File: src/rtl/dmem_arb_pkg.sv
// Shared types and default widths for the data-memory port arbiter.
// Owner IDs tag each read so its data can be routed back to the right requester.
package dmem_arb_pkg;

    localparam int ADDR_W_DEF     = 32;
    localparam int DATA_W_DEF     = 32;
    localparam int MEM_LAT_DEF    = 1;
    localparam int STARVE_MAX_DEF = 8;
    localparam int MAX_BURST_DEF  = 16;

    typedef enum logic {
        ARB      = 1'b0,
        DMA_LOCK = 1'b1
    } state_t;

    typedef enum logic {
        OWN_CPU = 1'b0,
        OWN_DMA = 1'b1
    } owner_t;

    typedef struct packed {
        logic   valid;
        owner_t owner;
    } rd_tag_t;

endpackage

File: src/rtl/dmem_port_arbiter_rd_tag_pipe.sv
// Delay line of read tags matching the memory latency; the head marks which
// requester owns the mem_rdata currently presented by the memory.
module rd_tag_pipe
    import dmem_arb_pkg::*;
#(
    parameter int DEPTH = MEM_LAT_DEF
) (
    input  logic    clk,
    input  logic    reset,
    input  rd_tag_t push,
    output rd_tag_t head
);

    rd_tag_t stages [DEPTH];

    // NOTE: this storage is cleared on reset because a stale valid tag would
    // fire an rvalid for a read that no requester is waiting for.
    always_ff @(posedge clk) begin
        if (reset) begin
            for (int i = 0; i < DEPTH; i++) begin
                stages[i] <= '0;
            end
        end else begin
            stages[0] <= push;
            for (int i = 1; i < DEPTH; i++) begin
                stages[i] <= stages[i-1];
            end
        end
    end

    assign head = stages[DEPTH-1];

endmodule

File: src/rtl/dmem_port_arbiter.sv
// Single data-memory port shared by the CPU MEM stage and a DMA engine:
// CPU-first arbitration with a starvation bound and a DMA burst lock.
module dmem_port_arbiter
    import dmem_arb_pkg::*;
#(
    parameter int ADDR_W     = ADDR_W_DEF,
    parameter int DATA_W     = DATA_W_DEF,
    parameter int MEM_LAT    = MEM_LAT_DEF,
    parameter int STARVE_MAX = STARVE_MAX_DEF,
    parameter int MAX_BURST  = MAX_BURST_DEF
) (
    input  logic              clk,
    input  logic              reset,
    input  logic              cpu_req,
    input  logic              cpu_we,
    input  logic [ADDR_W-1:0] cpu_addr,
    input  logic [DATA_W-1:0] cpu_wdata,
    output logic              cpu_stall,
    output logic              cpu_rvalid,
    output logic [DATA_W-1:0] cpu_rdata,
    input  logic              dma_req,
    input  logic              dma_we,
    input  logic [ADDR_W-1:0] dma_addr,
    input  logic [DATA_W-1:0] dma_wdata,
    input  logic              dma_last,
    output logic              dma_gnt,
    output logic              dma_rvalid,
    output logic [DATA_W-1:0] dma_rdata,
    output logic              mem_en,
    output logic              mem_we,
    output logic [ADDR_W-1:0] mem_addr,
    output logic [DATA_W-1:0] mem_wdata,
    input  logic [DATA_W-1:0] mem_rdata
);

    localparam int BEAT_W   = $clog2(MAX_BURST + 1);
    localparam int STARVE_W = (STARVE_MAX > 0) ? $clog2(STARVE_MAX + 1) : 1;

    state_t              state, state_nxt;
    logic [BEAT_W-1:0]   beat_cnt, beat_nxt;
    logic [STARVE_W-1:0] starve_cnt, starve_nxt;
    logic                cpu_gnt;
    logic                starved;
    rd_tag_t             push_tag, head_tag;

    assign starved = dma_req && (starve_cnt == STARVE_W'(STARVE_MAX));

    // NOTE: every signal written here gets a default first so no path leaves
    // it unassigned, which would otherwise infer a latch.
    always_comb begin
        cpu_gnt    = 1'b0;
        dma_gnt    = 1'b0;
        state_nxt  = state;
        beat_nxt   = beat_cnt;
        starve_nxt = starve_cnt;

        if (!reset) begin
            case (state)
                ARB: begin
                    cpu_gnt = cpu_req && !starved;
                    dma_gnt = dma_req && !cpu_gnt;
                end
                DMA_LOCK: dma_gnt = dma_req;
                default: ;
            endcase
        end

        // A burst ends on its last beat or is cut at MAX_BURST beats.
        if (dma_gnt) begin
            beat_nxt  = (state == DMA_LOCK) ? beat_cnt + 1'b1 : BEAT_W'(1);
            state_nxt = (dma_last || beat_nxt == BEAT_W'(MAX_BURST)) ? ARB : DMA_LOCK;
        end

        if (dma_gnt || !dma_req) begin
            starve_nxt = '0;
        end else if (cpu_gnt && starve_cnt != STARVE_W'(STARVE_MAX)) begin
            starve_nxt = starve_cnt + 1'b1;
        end
    end

    // NOTE: state registers use non-blocking assignments so every flop samples
    // the pre-edge values regardless of statement order.
    always_ff @(posedge clk) begin
        if (reset) begin
            state      <= ARB;
            beat_cnt   <= '0;
            starve_cnt <= '0;
        end else begin
            state      <= state_nxt;
            beat_cnt   <= beat_nxt;
            starve_cnt <= starve_nxt;
        end
    end

    assign mem_en    = cpu_gnt | dma_gnt;
    assign cpu_stall = cpu_req && !cpu_gnt && !reset;

    always_comb begin
        mem_we    = 1'b0;
        mem_addr  = '0;
        mem_wdata = '0;
        if (dma_gnt) begin
            mem_we    = dma_we;
            mem_addr  = dma_addr;
            mem_wdata = dma_wdata;
        end else if (cpu_gnt) begin
            mem_we    = cpu_we;
            mem_addr  = cpu_addr;
            mem_wdata = cpu_wdata;
        end
    end

    assign push_tag.valid = mem_en && !mem_we;
    assign push_tag.owner = dma_gnt ? OWN_DMA : OWN_CPU;

    rd_tag_pipe #(
        .DEPTH (MEM_LAT)
    ) u_rd_tag_pipe (
        .clk   (clk),
        .reset (reset),
        .push  (push_tag),
        .head  (head_tag)
    );

    assign cpu_rvalid = head_tag.valid && (head_tag.owner == OWN_CPU);
    assign dma_rvalid = head_tag.valid && (head_tag.owner == OWN_DMA);
    assign cpu_rdata  = cpu_rvalid ? mem_rdata : '0;
    assign dma_rdata  = dma_rvalid ? mem_rdata : '0;

endmodule
File: config.mk
export PLATFORM = sky130hd
export DESIGN_NAME = dmem_port_arbiter
export DESIGN_NICKNAME = d
export VERILOG_FILES = /design/src/rtl/dmem_arb_pkg.sv /design/src/rtl/dmem_port_arbiter_rd_tag_pipe.sv /design/src/rtl/dmem_port_arbiter.sv
export SDC_FILE = /design/constraint.sdc
export NUM_CORES = 1
export LEC_CHECK = 0
export CAP_MARGIN = 20
export CORE_AREA = 5 5 114 116
export DETAILED_ROUTE_END_ITERATION = 12
export DIE_AREA = 0 0 119 121
export MAX_ROUTING_LAYER = met4
export PLACE_DENSITY = 0.66
export SLEW_MARGIN = 20
export SYNTH_ARGS = -nofsm -noshare
export SYNTH_HDL_FRONTEND = slang
export SYNTH_SLANG_ARGS = --single-unit
File: constraint.sdc
create_clock -name clk -period 2.2 [get_ports clk]
set_input_delay 0.22 -clock clk [delete_from_list [all_inputs] [get_ports clk]]
set_output_delay 0.22 -clock clk [all_outputs]
set_load 0.005 [all_outputs]
==> impl_results.md, run 1 <==
* Fin nets at 727
* Core ar. at 0.01181 mm2
* GRT Util Overall at 0.1737
* Worst Setup End Kind: primary output
* Port-buffer cells at 300
* Row count at 40
* Post-route DRC at 0
* CP Max Fanout at 5
* Worst clock skew at slightly above 4 ps
* Final setup violation count at 39
* Setup TNS at -1342 ps
* Vias in the first global route at approximately 3200
* CP cell instances: inv_2, ha_4, and3b_2, a211oi_4, buf_6, buf_12, buf_12, buf_16, buf_6, a22o_1, buf_2
* Slowest stage cell, crit path: dfxtp_2
* DR WL met3 at ~1100 um
* Highest clock rate at 0.4367 GHz
* Final Power at roughly 1.5 mW
* Wire length on met2 at just under 7000 um
* CP peak stage delay at around 340 ps
* Post-synthesis register bit count at 12
* Max_slew headroom at 0.7905
* H-tree depth at 1
* Min setup slack post-route at -89.82 ps
* Synth async-reset ratio at 0
* Maximum vdd drop at 378.0 uV
* Worst min-delay path class: reg2reg
* Final core occ at 0.4560
* Syn Area/Cell at about 8 um2
* Vias/cell at roughly 4.5
* CTS Hold Buffers Added at 0
* Fillers at around 1100
* Clock Tree Root: clkbuf_16
* RSZ-0062 raised after global routing: true
* ANT cells at 0
* Seq/Total Area, Yosys at 0.1359
* Mapped Area at 0.001768 mm2
* Initial Util at 0.1497
* Top Metal Used: met4
* DRT iter0 DRCs at 133
* WS Path Type: reg2out
* Power per cell area at 269.5 mW/mm2
* Total of warnings raised by yosys at 0
* Post-synth EDFFs at 0
* Die area at 0.01440 mm2
* Largest net degree at the start of global routing at 34
* Ports at about 300
* Post-synth cell types at 36
* Area Growth Syn to Fin at 204.7%
* Status: finished with violations
* Initial antenna violation count at 0
* Die width at 119 um
* Syn_nets at approximately 390
* CTS Buffer Depth at 2
* Max_cap viols at 0
* Violated checks: setup timing
* Worst skew pair latency at between 200 and 250 ps
* Startpoint Class: flip-flop
* Tcrit/Tclk final at 1.041
* DP HPWL at around 9900 um
* Via count at roughly 3200
* WL per Instance at 19.40 um
* Number of buffers created by CTS at 3
* Met1 WL at 5411 um
* Critical Path AT at roughly 2100 ps
* Clock sink count at 12
* Slew of the pin with the lowest slew margin at between 300 and 400 ps
* Routed wire length at approximately 14000 um
* Max-slew violations at 0
* Gpl congestion at slightly above 0.9
* Tmin final at 2290 ps
* Fin. Hold Viols at 0
* First-pass GRT wire length at ~19000 um
* Synth Instances at between 200 and 250
* Worst-path clk slew at ~50 ps
* Leakage at roughly 2.4 nW
* Fraction of layout cells with a size suffix above 1 at 0.2446
* Routed Antenna Nets at 0
* Top FF cell, synth: dfxtp_1
* CTS tree: yes
* DRT Pass-1 Iters at 4
* Grt ovf at 0
* Die span in y at roughly 120 um
* Critical Path RT at ~2000 ps
## power by group
part | internal (mW) | switching [mW]
sequential | 0.224 | 0.00398
clock | 0.275 | 0.0978
combinational | 0.574 | 0.278
total | 1.07 | 0.379
## sequential cells by signal, indices dropped and copies added, names as in the netlist
signal and cells:
beat_cnt 5, starve_cnt 4, u_rd_tag_pipe.stages 2, state 1
## synth_stat cells, types with 4 or more instances
| library cell | n | area [um2] |
|---|---|---|
| a21oi_1 | 4 | 20.02 |
| a22o_1 | 65 | 569.3 |
| and2_1 | 33 | 206.5 |
| and3_1 | 32 | 200.2 |
| buf_2 | 5 | 25.02 |
| buf_4 | 5 | 37.54 |
| buf_6 | 6 | 67.56 |
| clkbuf_1 | 10 | 37.54 |
| dfxtp_1 | 12 | 240.2 |
| nand2_1 | 7 | 26.28 |
| nor2_1 | 9 | 33.78 |
## what timing repair did
item / 4_1_cts / 5_1_grt
gates cloned: 11 / 3
setup endpoints to repair: 67 / 64
gates resized for setup: 288 / 8
setup buffers: 24 / 6
pin swaps: 23 / 26
endpoints found under the hold margin: 0 / 0
## worst max-delay path: cells and delay by family (launching register included)
family	cells	cell delay (ps)
DFF	1	340
AOI/OAI and AO/OA	2	350
buffers and inverters	7	720
adders and majority gates	1	150
and+or+nand+nor	1	250
## worst paths after layout
path / startpoint / to / slack [ps] / cells after the start
setup / recovery: starve_cnt[0] / mem_wdata[13] / -90 / 11
hold / removal: beat_cnt[4] / beat_cnt[4] / 480 / 2
setup reg to reg: starve_cnt[0] / starve_cnt[3] / 250 / 11
hold reg to reg: beat_cnt[4] / beat_cnt[4] / 480 / 2
## per-layer routing
| metal | global-route usage | vias to the layer above |
|---|---|---|
| met5 | - | - |
| met4 | 0.02317 | 0 |
| met3 | 0.03683 | 13 |
| met2 | 0.3080 | 183 |
| met1 | 0.2077 | 1459 |
| li1 | - | 1518 |
## kinds of logic (layout without fill, tap and decap cells)
kind of cell,count (synthesis),after routing,synth area share
buffers and inverters,30,362,0.1033
AO/OA/AOI/OAI,78,78,0.3815
adder cells (fa/ha/maj),3,3,0.02123
multiplexers,2,2,0.01203
flip-flops,12,12,0.1359
AND/OR/NAND/NOR,94,94,0.3213
XOR/XNOR,5,5,0.02477
## stage by stage
stage | worst slack [ps] | std cells | area, um2 | hold WS [ps]
4_1_cts | -132.1 | 700 | 5369 | 488.4
5_1_grt | -148.3 | 703 | 5386 | 516.1
3_5_place_dp | -223.6 | 661 | 4961 | 482.1
2_1_floorplan | 320.3 | 224 | 1768 | 389.9
6_report | -89.82 | 703 | 5386 | 481.5
3_3_place_gp | -177.3 | 661 | 4961 | 453.9
## layout by cell type (no fill, tap or decap), types with 3 or more instances in the layout
| master | netlist | layout |
|---|---|---|
| a21oi_1 | 4 | 4 |
| a22o_1 | 65 | 65 |
| and2_1 | 33 | 33 |
| and3_1 | 32 | 32 |
| buf_12 | 0 | 9 |
| buf_16 | 0 | 8 |
| buf_2 | 5 | 60 |
| buf_4 | 5 | 23 |
| buf_6 | 6 | 9 |
| buf_8 | 0 | 3 |
| clkbuf_16 | 0 | 6 |
| clkdlybuf4s15_2 | 0 | 3 |
| clkdlybuf4s50_1 | 0 | 233 |
| dfxtp_1 | 12 | 10 |
| nand2_1 | 7 | 7 |
| nand3_1 | 3 | 3 |
| nor2_1 | 9 | 9 |
| xor2_1 | 3 | 3 |
## layout make-up
cell class,instances,area [um2],area share
inverters,3,11.26,0.002091
multi-input cells,182,1371,0.2546
well taps,147,183.9,0.03415
repair buffers,355,3488,0.6476
clock buffers,4,88.84,0.01649
flip-flops and latches,12,242.7,0.04506
(Power assumes the default switching activity.)
==> run 2: changes to the inputs <==
--- a/config.mk
+++ b/config.mk
@@ -8,3 +8,3 @@
 export CAP_MARGIN = 20
-export CORE_AREA = 5 5 114 116
+export CORE_AREA = 2 2 117 119
 export DETAILED_ROUTE_END_ITERATION = 12
@@ -12,3 +12,3 @@
 export MAX_ROUTING_LAYER = met4
-export PLACE_DENSITY = 0.66
+export PLACE_DENSITY = 0.61
 export SLEW_MARGIN = 20
==> constraint.sdc (replaced) <==
create_clock -name clk -period 2.2 [get_ports clk]
set_input_delay 0.44 -clock clk [delete_from_list [all_inputs] [get_ports clk]]
set_output_delay 0.44 -clock clk [all_outputs]
set_load 0.005 [all_outputs]
==> run 2 against run 1 <==
Against the previous run: the flow still finishes with violations (setup timing); critical path type unchanged; sequential share of layout area up 0.14 points; hold slack got worse by 17 ps; highest routed layer unchanged; flip-flop and latch count stayed put; largest power group unchanged; routed wire length shrank 3.5%; first-iteration DRC count up 8.3%; clock skew shrank 3.5 ps; critical path depth is 1 higher.
==> impl_results.md, run 2 (same netlist as run 1, synthesis figures left out) <==
* Clock Tree Root: clkbuf_16
* Die span in y at 121 um
* Critical Path AT at around 2100 ps
* H-tree depth at 1
* Via count at between 3000 and 4000
* Core ar. at approximately 0.013 mm2
* Worst skew pair latency at between 200 and 250 ps
* Slew of the pin with the lowest slew margin at a little over 300 ps
* Final setup violation count at 66
* Tcrit/Tclk final at 1.173
* Dpl ws at -591.2 ps
* Max_cap viols at 0
* Most flops, register: beat_cnt
* CP peak stage delay at around 330 ps
* Power per cell area at around 270 mW/mm2
* Vias in the first global route at approximately 3000
* DRT iter0 DRCs at ~140
* Row count at 42
* Post-route DRC at 0
* CTS tree: yes
* Max-slew violations at 0
* GR Layer Usage met1 at 0.1982
* Most frequent cells in the layout: clkdlybuf4s50_1, a22o_1, buf_2
* DRT Pass-1 Iters at 4
* Routing usage on met3 at 0.04276
* Die width at ~120 um
* Slowest stage cell, crit path: dfxtp_2
* Fin nets at 722
* CTS Buffer Depth at 2
* Fin. Hold Viols at 0
* Tmin final at between 2000 and 3000 ps
* GRT Util Overall at 0.1589
* RSZ-0062 raised after global routing: true
* Highest clock rate at about 0.39 GHz
* Clock sink count at 12
* Most common cell after layout, fill and taps aside: clkdlybuf4s50_1
* Maximum vdd drop at 369.3 uV
* Initial antenna violation count at 0
* Worst min-delay path class: reg2reg
* Routed wire length at 13160 um
* Violated checks: setup timing
* Max FFs per register at 5
* Critical Path RT at between 1500 and 2000 ps
* Die area at ~0.014 mm2
* Top flop regs: beat_cnt: 5 flops, starve_cnt: 4 flops, u_rd_tag_pipe.stages: 2 flops
* WP buf/inv at 7
* Grt ovf at 0
* Status: finished with violations
* Vias/cell at roughly 4.2
* WS Path Type: reg2out
* Final Power at about 1.4 mW
* Port-buffer cells at 300
* Routed Antenna Nets at 0
* Number of buffers created by CTS at 3
* Largest net degree at the start of global routing at between 50 and 60
* Busiest metal layer after global routing: met2
* Max_slew headroom at 0.7942
* WL per Instance at roughly 18 um
* Fraction of layout cells with a size suffix above 1 at 0.2396
* ANT cells at 0
* Worst-path clk slew at ~40 ps
* First-pass GRT wire length at roughly 18000 um
* Gpl congestion at between 0.8 and 0.9
* CP cell instances: inv_2, ha_4, and3b_2, buf_6, o21ai_4, nor2_4, buf_8, buf_6, buf_6, buf_6, a22o_1, buf_6
* Ports at approximately 300
* Met2 usage at 0.2683
* Crit-path leading delay family: buffers and inverters
* Worst clock skew at about 0.60 ps
* DP HPWL at between 10000 and 15000 um
* Leakage at 2.352 nW
* Startpoint Class: flip-flop
* CP Max Fanout at 7
* Initial Util at 0.1351
* Worst Setup End Kind: primary output
* Top cell by count, worst path: buf_6
* Area Growth Syn to Fin at 195.5%
* Min setup slack post-route at -380.3 ps
* CTS Hold Buffers Added at 0
[run 2: layer usage]
metal / part of all wire / vias up / wire [um]
li1: - / 1507 / -
met1: 0.42 / 1399 / 5488
met2: 0.48 / 147 / 6376
met3: 0.091 / 4 / 1200
met4: 0.0069 / 0 / 91
met5: 0 / - / 0
[run 2: power by group]
part	leakage (nW)	internal (mW)	switching (mW)
clock network	0.0442	0.274	0.0898
logic	2.21	0.530	0.265
registers	0.0984	0.224	0.00371
[run 2: area by class of cell]
class                           count  area, um2
Clock buffer                        4      88.84
Inverter                            3      11.26
Fill cell                        1305       7860
Sequential cell                    12      242.7
Tap cell                          176      220.2
Timing Repair Buffer              350       3291
Multi-Input combinational cell    182       1371
[run 2: timing repair]
action	4_1_cts	5_1_grt
buffers inserted	12	7
cloned	1	7
setup endpoints to repair	68	67
pin swaps	14	25
resized for setup	217	74
[run 2: stage by stage]
stage	hold WS (ps)	TNS [ps]	util	cell area [um2]	std cells
after floorplan	448.1	0	-	1768	224
after global placement	457.9	-34610	0.3854	5042	696
after detailed placement	463.9	-36740	0.3854	5042	696
after CTS	468.1	-16030	0.3924	5135	713
after global routing	503.3	-22180	0.3993	5225	727
final	464.8	-16760	0.3993	5225	727
[run 2: tightest hold or removal path, cell delays in order (launching register included)]
cell,delay (ps)
dfxtp_1,310
nand2_1,50
a21oi_1,50
[run 2: final timing paths]
kind                                     from       endpoint  slack, ps  cells after the start
worst min-delay path              beat_cnt[4]    beat_cnt[4]        460                      2
worst max register to register  starve_cnt[1]  starve_cnt[0]        420                      9
worst min register to register    beat_cnt[4]    beat_cnt[4]        460                      2
worst max-delay path            starve_cnt[1]   mem_wdata[8]       -380                     12
==> run 3: changes to the inputs <==
Settings changed: CORE_AREA 2 2 117 119 to 2 2 118 120, DIE_AREA 0 0 119 121 to 0 0 120 122, PLACE_DENSITY 0.61 to 0.64, SYNTH_HIERARCHICAL from default to 1.
==> run 3 against run 2 <==
Against the previous run: the run still ends with setup timing left; cell count increased by 18%; total power increased by 14%; routed wire length increased by 6.8%; sequential power about the same; sequential share of layout area fell by 0.61 points; worst setup slack improved by 140 ps; clock power increased by 5.5%; utilization up 4.6 points; global-route usage is 2.3 points higher; critical endpoint is now mem_wdata[23].
==> impl_results.md, run 3 <==
* Status: finished with violations
* Violated checks: setup timing
* Core ar. at roughly 0.014 mm2
* CTS tree: yes
* Die area at roughly 0.015 mm2
* CP cell instances: inv_2, ha_4, and3b_2, a21oi_4, buf_6, buf_12, buf_12, buf_16, nand2_4, a21oi_2, buf_2
* Final setup violation count at 66
* Area Growth Syn to Fin at 177.7%
* Post-synth cell types at 32
* Dpl ws at -559.6 ps
* CP Max Fanout at 5
* Leakage at between 2 and 3 nW
* Post-synthesis register bit count at 12
* Max_slew headroom at 0.7809
* Critical Path RT at approximately 1800 ps
* Routing usage on met3 at 0.03511
* Ports at 301
* Highest clock rate at roughly 0.4 GHz
* Worst Setup End Kind: primary output
* Worst min-delay path class: reg2reg
* Reg2Reg Depth at 9
* Hold depth at 2
* Mapped Area at between 0.002 and 0.0025 mm2
* GRT Util Overall at 0.1822
* Most frequent cells in the layout: clkdlybuf4s50_1, buf_2, nand3_1
* Fraction of layout cells with a size suffix above 1 at 0.2996
* Worst clock skew at 5.248 ps
* Vias in the first global route at a little under 4000
* First-pass GRT wire length at 20560 um
* Worst-path clk slew at approximately 50 ps
* Startpoint Class: flip-flop
* Largest cells by area after synthesis: nand3_1, a21oi_1, nand2_1
* Vias/cell at ~4.6
* Seq/Total Area, Yosys at 0.1110
* Synth Instances at roughly 370
* Initial antenna violation count at 0
* ANT cells at 0
* RSZ-0062 raised after global routing: true
* Busiest metal layer after global routing: met2
* Routed wire length at ~14000 um
* Die span in y at about 120 um
* Max FFs per register at 5
* DP HPWL at 9614 um
* Number of buffers created by CTS at 3
* Setup TNS at -9329 ps
* Worst skew pair latency at roughly 250 ps
* WS Path Type: reg2out
* Fin nets at around 850
* Grt ovf at 0
* Most flops, register: beat_cnt
* Yosys top cell area share at 0.1618
* Top FF cell, synth: dfxtp_1
* CTS Hold Buffers Added at 0
* Synth area leader: nand3_1
* Slowest stage cell, crit path: dfxtp_2
* Slew of the pin with the lowest slew margin at 328.6 ps
* Clock sink count at 12
* Met2 usage at 0.3338
* Fin. Hold Viols at 0
* Syn_nets at 539
* Gpl congestion at between 0.8 and 0.9
* Most common cell after layout, fill and taps aside: clkdlybuf4s50_1
* Top cell by count, worst path: buf_12
* Total of warnings raised by yosys at 6
* Max-slew violations at 0
* Die width at approximately 120 um
* Tcrit/Tclk final at 1.111
* Initial Util at 0.1603
* DRT iter0 DRCs at around 150
* GR Layer Usage met1 at 0.1980
* Most frequent cells after synthesis: nand2_1, nand3_1, a21oi_1
* CP peak stage delay at ~330 ps
* Post-route DRC at 0
* Syn Area/Cell at 5.866 um2
* Top flop regs: beat_cnt: 5 flops, starve_cnt: 4 flops, u_rd_tag_pipe/stages: 2 flops
* Critical Path AT at approximately 2000 ps
* DRT Pass-1 Iters at 6
* Tmin final at approximately 2400 ps
* Power per cell area at between 200 and 300 mW/mm2
* Port-buffer cells at 300
* Final core occ at 0.4451
* Max_cap viols at 0
* CTS Buffer Depth at 2
* Synth async-reset ratio at 0
* Maximum vdd drop at slightly below 200 uV
* Post-synth EDFFs at 0
* Row count at 43
* WL per Instance at ~16 um
* Hold Worst Slack at 487.6 ps
* Min setup slack post-route at -244.3 ps
* H-tree depth at 1
* Via count at 3955
* Clock Tree Root: clkbuf_16
* Routed Antenna Nets at 0
* Largest net degree at the start of global routing at 40
-- run 3: cell count changes after synthesis, moves of 4 or more --
cell	previous run	this run
a21oi_1	4	66
a22o_1	65	0
buf_2	5	9
clkbuf_1	10	18
nand2_1	7	70
nand3_1	3	70
-- run 3: final timing paths --
check	end	slack [ps]	startpoint
worst min-delay path	beat_cnt[1]	490	beat_cnt[1]
worst min register to register	beat_cnt[1]	490	beat_cnt[1]
worst max register to register	u_rd_tag_pipe/stages[0][1]	320	starve_cnt[0]
worst max-delay path	mem_wdata[23]	-240	starve_cnt[0]
-- run 3: metal layers --
metal / wire length [um] / share of wire / vias to the layer above
met5: 0 / 0 / -
met4: 325 / 0.023 / 0
met3: 1132 / 0.081 / 20
met2: 7351 / 0.52 / 243
met1: 5249 / 0.37 / 1795
li1: - / - / 1897
-- run 3: metrics by stage --
step           power (mW)  cell area [um2]  std cells
2_1_floorplan      0.4854             2165        369
3_3_place_gp        1.036             5418        833
3_5_place_dp        1.044             5418        833
4_1_cts             1.536             5807        858
5_1_grt             1.658             6011        861
6_report            1.581             6011        861
-- run 3: cell families (layout without fill, tap and decap cells) --
| logic type | Yosys count | count (layout) | share of synthesized area |
|---|---|---|---|
| compound gates | 73 | 73 | 0.1838 |
| xor+xnor | 5 | 5 | 0.02023 |
| fa+ha+maj | 3 | 3 | 0.01734 |
| buf+inv | 43 | 355 | 0.1145 |
| flops | 12 | 12 | 0.1110 |
| mux | 4 | 4 | 0.01908 |
| simple gates | 229 | 229 | 0.5341 |
-- run 3: report_power, final --
| group | switching [mW] | internal (mW) | total (mW) | leakage [nW] |
|---|---|---|---|---|
| sequential | 0.00373 | 0.223 | 0.227 | 0.0983 |
| combinational | 0.391 | 0.579 | 0.971 | 2.43 |
| clock | 0.108 | 0.276 | 0.384 | 0.0442 |
-- run 3: worst max-delay path, delay by kind of cell (launching register included) --
family | cells | cell delay (ps)
AO/OA/AOI/OAI | 2 | 310
adder cells (fa/ha/maj) | 1 | 140
buffers and inverters | 6 | 690
flip-flops | 1 | 330
AND/OR/NAND/NOR | 2 | 280
-- run 3: repair_timing --
action	4_1_cts	5_1_grt
endpoints found under the hold margin	0	0
buffers inserted	11	3
pin swaps	28	29
cloned	10	2
setup endpoints to repair	81	68
resized for setup	350	40
-- run 3: final cells by class --
class | instances | area [um2]
clock buffers | 4 | 88.84
well taps | 180 | 225.2
repair buffers | 349 | 3378
inverters | 2 | 7.507
fillers | 1338 | 7493
multi-input cells | 314 | 2068
flip-flops and latches | 12 | 242.7
